## config.mk

```make
export PLATFORM = sky130hd
export DESIGN_NAME = fsm_serial_frame_tx
export DESIGN_NICKNAME = d
export VERILOG_FILES = /design/src/rtl/fsm_serial_pkg.sv /design/src/rtl/fsm_serial_frame_tx_bit_timer.sv /design/src/rtl/fsm_serial_frame_tx.sv
export SDC_FILE = /design/constraint.sdc
export NUM_CORES = 1
export LEC_CHECK = 0
export ABC_AREA = 1
export CAP_MARGIN = 20
export CORE_MARGIN = 4
export CORE_UTILIZATION = 30
export DETAILED_ROUTE_END_ITERATION = 12
export PLACE_DENSITY = 0.53
export SYNTH_ARGS = -nofsm -noshare
export SYNTH_HDL_FRONTEND = slang
export SYNTH_SLANG_ARGS = --single-unit
```

## constraint.sdc

```tcl
create_clock -name clk -period 1.6 [get_ports clk]
set_clock_uncertainty 0.2 [all_clocks]
set_input_delay 0.32 -clock clk [delete_from_list [all_inputs] [get_ports clk]]
set_output_delay 0.32 -clock clk [all_outputs]
set_load 0.1 [all_outputs]
```

## src/rtl/fsm_serial_pkg.sv

```systemverilog
// Shared definitions for the serial frame transmitter and its matching receiver:
// state encoding, line levels and the parity helper.
package fsm_serial_pkg;

    typedef enum logic [2:0] {
        ST_IDLE   = 3'd0,
        ST_START  = 3'd1,
        ST_DATA   = 3'd2,
        ST_PARITY = 3'd3,
        ST_STOP   = 3'd4
    } state_e;

    localparam logic LINE_IDLE   = 1'b1;
    localparam logic START_LEVEL = 1'b0;
    localparam logic STOP_LEVEL  = 1'b1;

    // Parity bit from the XOR-reduction of the data; odd_sel flips even to odd.
    function automatic logic parity_bit(input logic data_xor, input logic odd_sel);
        return data_xor ^ odd_sel;
    endfunction

endpackage

```

## src/rtl/fsm_serial_frame_tx_bit_timer.sv

```systemverilog
// Bit-period timer: counts 0..BIT_CYCLES-1 while running and strobes o_bit_tick
// on the last clock of each serial bit.
module fsm_serial_frame_tx_bit_timer #(
    parameter int BIT_CYCLES = 1
) (
    input  logic clk,
    input  logic rst,
    input  logic i_run,
    output logic o_bit_tick
);

    localparam int                CNT_W = (BIT_CYCLES > 1) ? $clog2(BIT_CYCLES) : 1;
    localparam logic [CNT_W-1:0]  LAST  = CNT_W'(BIT_CYCLES - 1);

    logic [CNT_W-1:0] r_cnt;

    assign o_bit_tick = i_run && (r_cnt == LAST);

    // NOTE: async reset goes in the sensitivity list; state updates use <= so every
    // flop samples the pre-edge values regardless of statement order.
    always_ff @(posedge clk or posedge rst) begin
        if (rst) begin
            r_cnt <= '0;
        end else if (!i_run || o_bit_tick) begin
            r_cnt <= '0;
        end else begin
            r_cnt <= r_cnt + 1'b1;
        end
    end

endmodule

```

## src/rtl/fsm_serial_frame_tx.sv

```systemverilog
// Serial frame transmitter: accepts a word over valid/ready and sends
// start bit, data LSB-first, optional parity and stop bit on a registered tx line.
module fsm_serial_frame_tx
    import fsm_serial_pkg::*;
#(
    parameter int DATA_W     = 8,
    parameter int BIT_CYCLES = 1,
    parameter int PARITY_EN  = 1,
    parameter int PARITY_ODD = 0
) (
    input  logic              clk,
    input  logic              rst,
    input  logic [DATA_W-1:0] data_in,
    input  logic              valid_in,
    output logic              ready_out,
    output logic              tx,
    output logic              busy,
    output logic              done,
    output logic [2:0]        state_num
);

    localparam int                 BCNT_W   = $clog2(DATA_W) + 1;
    localparam logic [BCNT_W-1:0]  LAST_BIT = BCNT_W'(DATA_W);

    state_e              r_state, w_state_next;
    logic                r_tx, w_tx_next;
    logic                r_done, w_done_next;
    logic                r_parity, w_parity_next;
    logic [DATA_W-1:0]   r_shift, w_shift_next;
    logic [BCNT_W-1:0]   r_bit_cnt, w_bit_cnt_next;
    logic                w_bit_tick;

    fsm_serial_frame_tx_bit_timer #(
        .BIT_CYCLES (BIT_CYCLES)
    ) u_bit_timer (
        .clk        (clk),
        .rst        (rst),
        .i_run      (r_state != ST_IDLE),
        .o_bit_tick (w_bit_tick)
    );

    // NOTE: every signal gets its hold value first so no path through the case
    // statement leaves one unassigned and infers a latch.
    always_comb begin
        w_state_next   = r_state;
        w_tx_next      = r_tx;
        w_done_next    = 1'b0;
        w_parity_next  = r_parity;
        w_shift_next   = r_shift;
        w_bit_cnt_next = r_bit_cnt;

        case (r_state)
            ST_IDLE: begin
                w_tx_next = LINE_IDLE;
                if (valid_in) begin
                    w_state_next   = ST_START;
                    w_tx_next      = START_LEVEL;
                    w_shift_next   = data_in;
                    w_bit_cnt_next = '0;
                    w_parity_next  = parity_bit(^data_in, 1'(PARITY_ODD));
                end
            end
            ST_START: begin
                if (w_bit_tick) begin
                    w_state_next   = ST_DATA;
                    w_tx_next      = r_shift[0];
                    w_shift_next   = r_shift >> 1;
                    w_bit_cnt_next = BCNT_W'(1);
                end
            end
            ST_DATA: begin
                // r_bit_cnt holds how many data bits have already been put on the line.
                if (w_bit_tick) begin
                    if (r_bit_cnt == LAST_BIT) begin
                        if (PARITY_EN != 0) begin
                            w_state_next = ST_PARITY;
                            w_tx_next    = r_parity;
                        end else begin
                            w_state_next = ST_STOP;
                            w_tx_next    = STOP_LEVEL;
                        end
                    end else begin
                        w_tx_next      = r_shift[0];
                        w_shift_next   = r_shift >> 1;
                        w_bit_cnt_next = r_bit_cnt + 1'b1;
                    end
                end
            end
            ST_PARITY: begin
                if (w_bit_tick) begin
                    w_state_next = ST_STOP;
                    w_tx_next    = STOP_LEVEL;
                end
            end
            ST_STOP: begin
                if (w_bit_tick) begin
                    w_state_next = ST_IDLE;
                    w_tx_next    = LINE_IDLE;
                    w_done_next  = 1'b1;
                end
            end
            default: begin
                w_state_next = ST_IDLE;
                w_tx_next    = LINE_IDLE;
            end
        endcase
    end

    always_ff @(posedge clk or posedge rst) begin
        if (rst) begin
            r_state   <= ST_IDLE;
            r_tx      <= LINE_IDLE;
            r_done    <= 1'b0;
            r_parity  <= 1'b0;
            r_shift   <= '0;
            r_bit_cnt <= '0;
        end else begin
            r_state   <= w_state_next;
            r_tx      <= w_tx_next;
            r_done    <= w_done_next;
            r_parity  <= w_parity_next;
            r_shift   <= w_shift_next;
            r_bit_cnt <= w_bit_cnt_next;
        end
    end

    assign tx        = r_tx;
    assign done      = r_done;
    assign state_num = r_state;
    assign busy      = (r_state != ST_IDLE);
    assign ready_out = (r_state == ST_IDLE);

endmodule

```

==> summary.md <==
| Metric | Value |
|---|---|
| IO buf count | 17 |
| Yosys cell types | 21 |
| # diodes | 0 |
| DRC Markers | 0 |
| Final worst slack | -207.7 ps |
| Via count | roughly 1200 |
| Max Freq | 0.5532 GHz |
| Routed Antenna Nets | 0 |
| Post-DP Area | 0.001739 mm² |
| I/O pin count | 18 |
| Mapped cell area | ~0.0012 mm² |
| Final setup fails | 18 |
| Drt total wl | 2.844 mm |
| Synthesized instance count | roughly 170 |
| Area leader, netlist | dfrtp_1 |
| GR Util All Layers | 0.1166 |
| Hold Vio Cnt, Final | 0 |
| Antenna violations before repair | 0 |
| CTS max path bufs | 2 |
| Cell Pwr Density | 2260 mW/mm² |
| Die Width | about 70 µm |
| Core area | roughly 0.0037 mm² |
| Clk Latency, worst-skew pair | about 250 ps |
| Worst vdd ir | around 1400 µV |
| GPL Wtd Cong | between 0.7 and 0.8 |
| NumNets Final | around 240 |
| Syn Nets | about 190 |
| CTS buffer count | 3 |
| Synth cell count leaders | 66 x nand2_1, 25 x inv_1, 21 x o21ai_0 |
| Syn Area/Cell | around 6.9 µm² |
| Outcome | finished with violations |
| Finished Cell Area | a little under 0.002 mm² |
| Die area | around 0.0051 mm² |
| Layout cell share with drive strength beyond 1 | 0.3423 |
| Critical Path RT | 1080 ps |
| Worst Setup End Kind | output port |
| RSZ-0062 raised after global routing | true |
| Hold Crit Class | in2async |
| Wirelength per Cell | 10.53 µm |
| Final period util | 1.130 |
| Synth async-reset ratio | 1.000 |
| Sequential fraction of the synthesis area | 0.3994 |
| Clk sinks | 19 |
| Area Growth Syn to Fin | 61.32% |
| Top FF cell, synth | dfrtp_1 |
| Synth top area cells | dfrtp_1 38%, nand2_1 21%, o21ai_0 8.8% |
| Count of pins over their slew limit | 0 |
| Pleak | 0.9501 nW |
| Worst EP arrival | ~1300 ps |
| HPWL Detailed | approximately 2.2 mm |
| Synthesis Warnings | 0 |
| Largest net degree at the start of global routing | 18 |
| Top-count cell post-synth | nand2_1 |
| Vias in the first global route | about 1200 |
| Pre-antenna DRT Iters | 4 |
| Maxcap violations | 0 |
| Initial Utilization | 0.3189 |
| GRT overflow | 0 |
| Startpoint type of the worst setup path | flip-flop |
| Hold WS | between 100 and 150 ps |
| Crit Path Class | reg2out |
| DR vias/cell | between 4 and 5 |
| Root Driver | clkbuf_8 |
| H-tree depth | 1 |
| CTS tree | yes |
| Yosys top cell area share | 0.3774 |
| Num rows | 22 |
| Shortest period the worst path allows | approximately 1800 ps |
| Critical path peak fanout | 3 |
| Total Power | roughly 4.4 mW |
| Failing checks | negative setup slack |
| First-pass GRT wire length | between 4 and 5 mm |
| Die Ht | between 70 and 80 µm |
| Seq cells post-synth | 19 |
| Number of synthesized flops with an enable pin | 0 |
| First DRT Iteration DRCs | 69 |
| Clock Pin Slew Worst Setup and Hold Paths | around 70 ps |
## cell families (layout without fill, tap and decap cells)
family,Yosys count,in the layout,synth area share
xor gates and xnor gates,2,2,0.01468
buffers and inverters,28,77,0.09748
and+or+nand+nor,93,93,0.3375
adders and majority gates,2,2,0.02096
other,1,1,0.003142
AOI/OAI and AO/OA,28,28,0.1268
DFF,19,19,0.3994
## per-stage QoR
stage	setup WS (ps)	TNS, ps	util	instances
global route	-252.6	-3446	0.5144	270
CTS	-216.6	-1559	0.4997	269
detailed placement	-134.5	-1503	0.4646	259
global placement	-90.47	-1155	0.4646	259
floorplan	-320.0	-2950	-	173
finish	-207.7	-1704	0.5144	270
## cell usage in the layout, fill, tap and decap left out, types with 3 or more instances in the layout
| cell | count |
|---|---|
| clkbuf_8 | 3 |
| nor2_4 | 4 |
| buf_6 | 3 |
| buf_4 | 22 |
| nand3_2 | 3 |
| buf_12 | 11 |
| nor2_1 | 8 |
| o21ai_0 | 12 |
| dfrtp_1 | 15 |
| inv_1 | 20 |
| inv_2 | 3 |
| dfrtp_4 | 3 |
| nand2_2 | 7 |
| o21ai_2 | 5 |
| nand3_1 | 7 |
| o21ai_1 | 7 |
| clkdlybuf4s50_1 | 10 |
| nand2_1 | 58 |
## routing by layer
metal  track usage  share of wire
met1        0.1379           0.45
met2        0.2122           0.52
met3       0.03693          0.025
met4       0.01253         0.0032
met5             0              0
## registers in the layout, summed over array words and instances, names as in the netlist
name and cells:
tx 1, done 1, u_bit_timer.r_cnt 1, r_parity 1, state_num 3, r_bit_cnt 4, r_shift 8
## power by group
| part | switching [mW] | internal (mW) |
|---|---|---|
| logic | 1.84 | 1.32 |
| registers | 0.156 | 0.706 |
| clock network | 0.154 | 0.177 |
## cell type report
class / count / area [µm²]
fillers: 355 / 1818
multi-input cells: 126 / 699.4
repair buffers: 46 / 519.2
flip-flops and latches: 19 / 488.0
inverters: 26 / 106.4
well taps: 48 / 60.06
clock buffers: 4 / 45.04
repair inverters: 1 / 7.507
## critical path, cell delays in order (launching register included)
cell and delay (ps):
dfrtp_4 490, nor2_4 140, buf_12 120, nand2_8 50
clkinvlp_4 70, buf_12 160
## repair_timing
item / 4_1_cts / 5_1_grt
gates resized for setup: 18 / 18
setup buffers: 5 / 1
endpoints found under the setup margin: 18 / 21
cloned: 1 / 0
pin swaps: 3 / 2
hold buffers: 0 / 0
## path summary, 6_finish.rpt
check                      slack, ps                       end                startpoint  cells past startpoint
setup reg to reg                -130  r_bit_cnt[3]$_DFFE_PP0P_  state_num[2]$_DFFE_PP0P_                     10
setup / recovery                -210                 ready_out  state_num[2]$_DFFE_PP0P_                      5
max in group asynchronous        680  r_bit_cnt[0]$_DFFE_PP0P_                       rst                      3
hold / removal                   130      r_parity$_DFFE_PP0P_                       rst                      2
min in group clk                 290    r_shift[5]$_DFFE_PP0P_    r_shift[5]$_DFFE_PP0P_                      2
hold reg to reg                  290    r_shift[5]$_DFFE_PP0P_    r_shift[5]$_DFFE_PP0P_                      2
(Power assumes the default switching activity.)
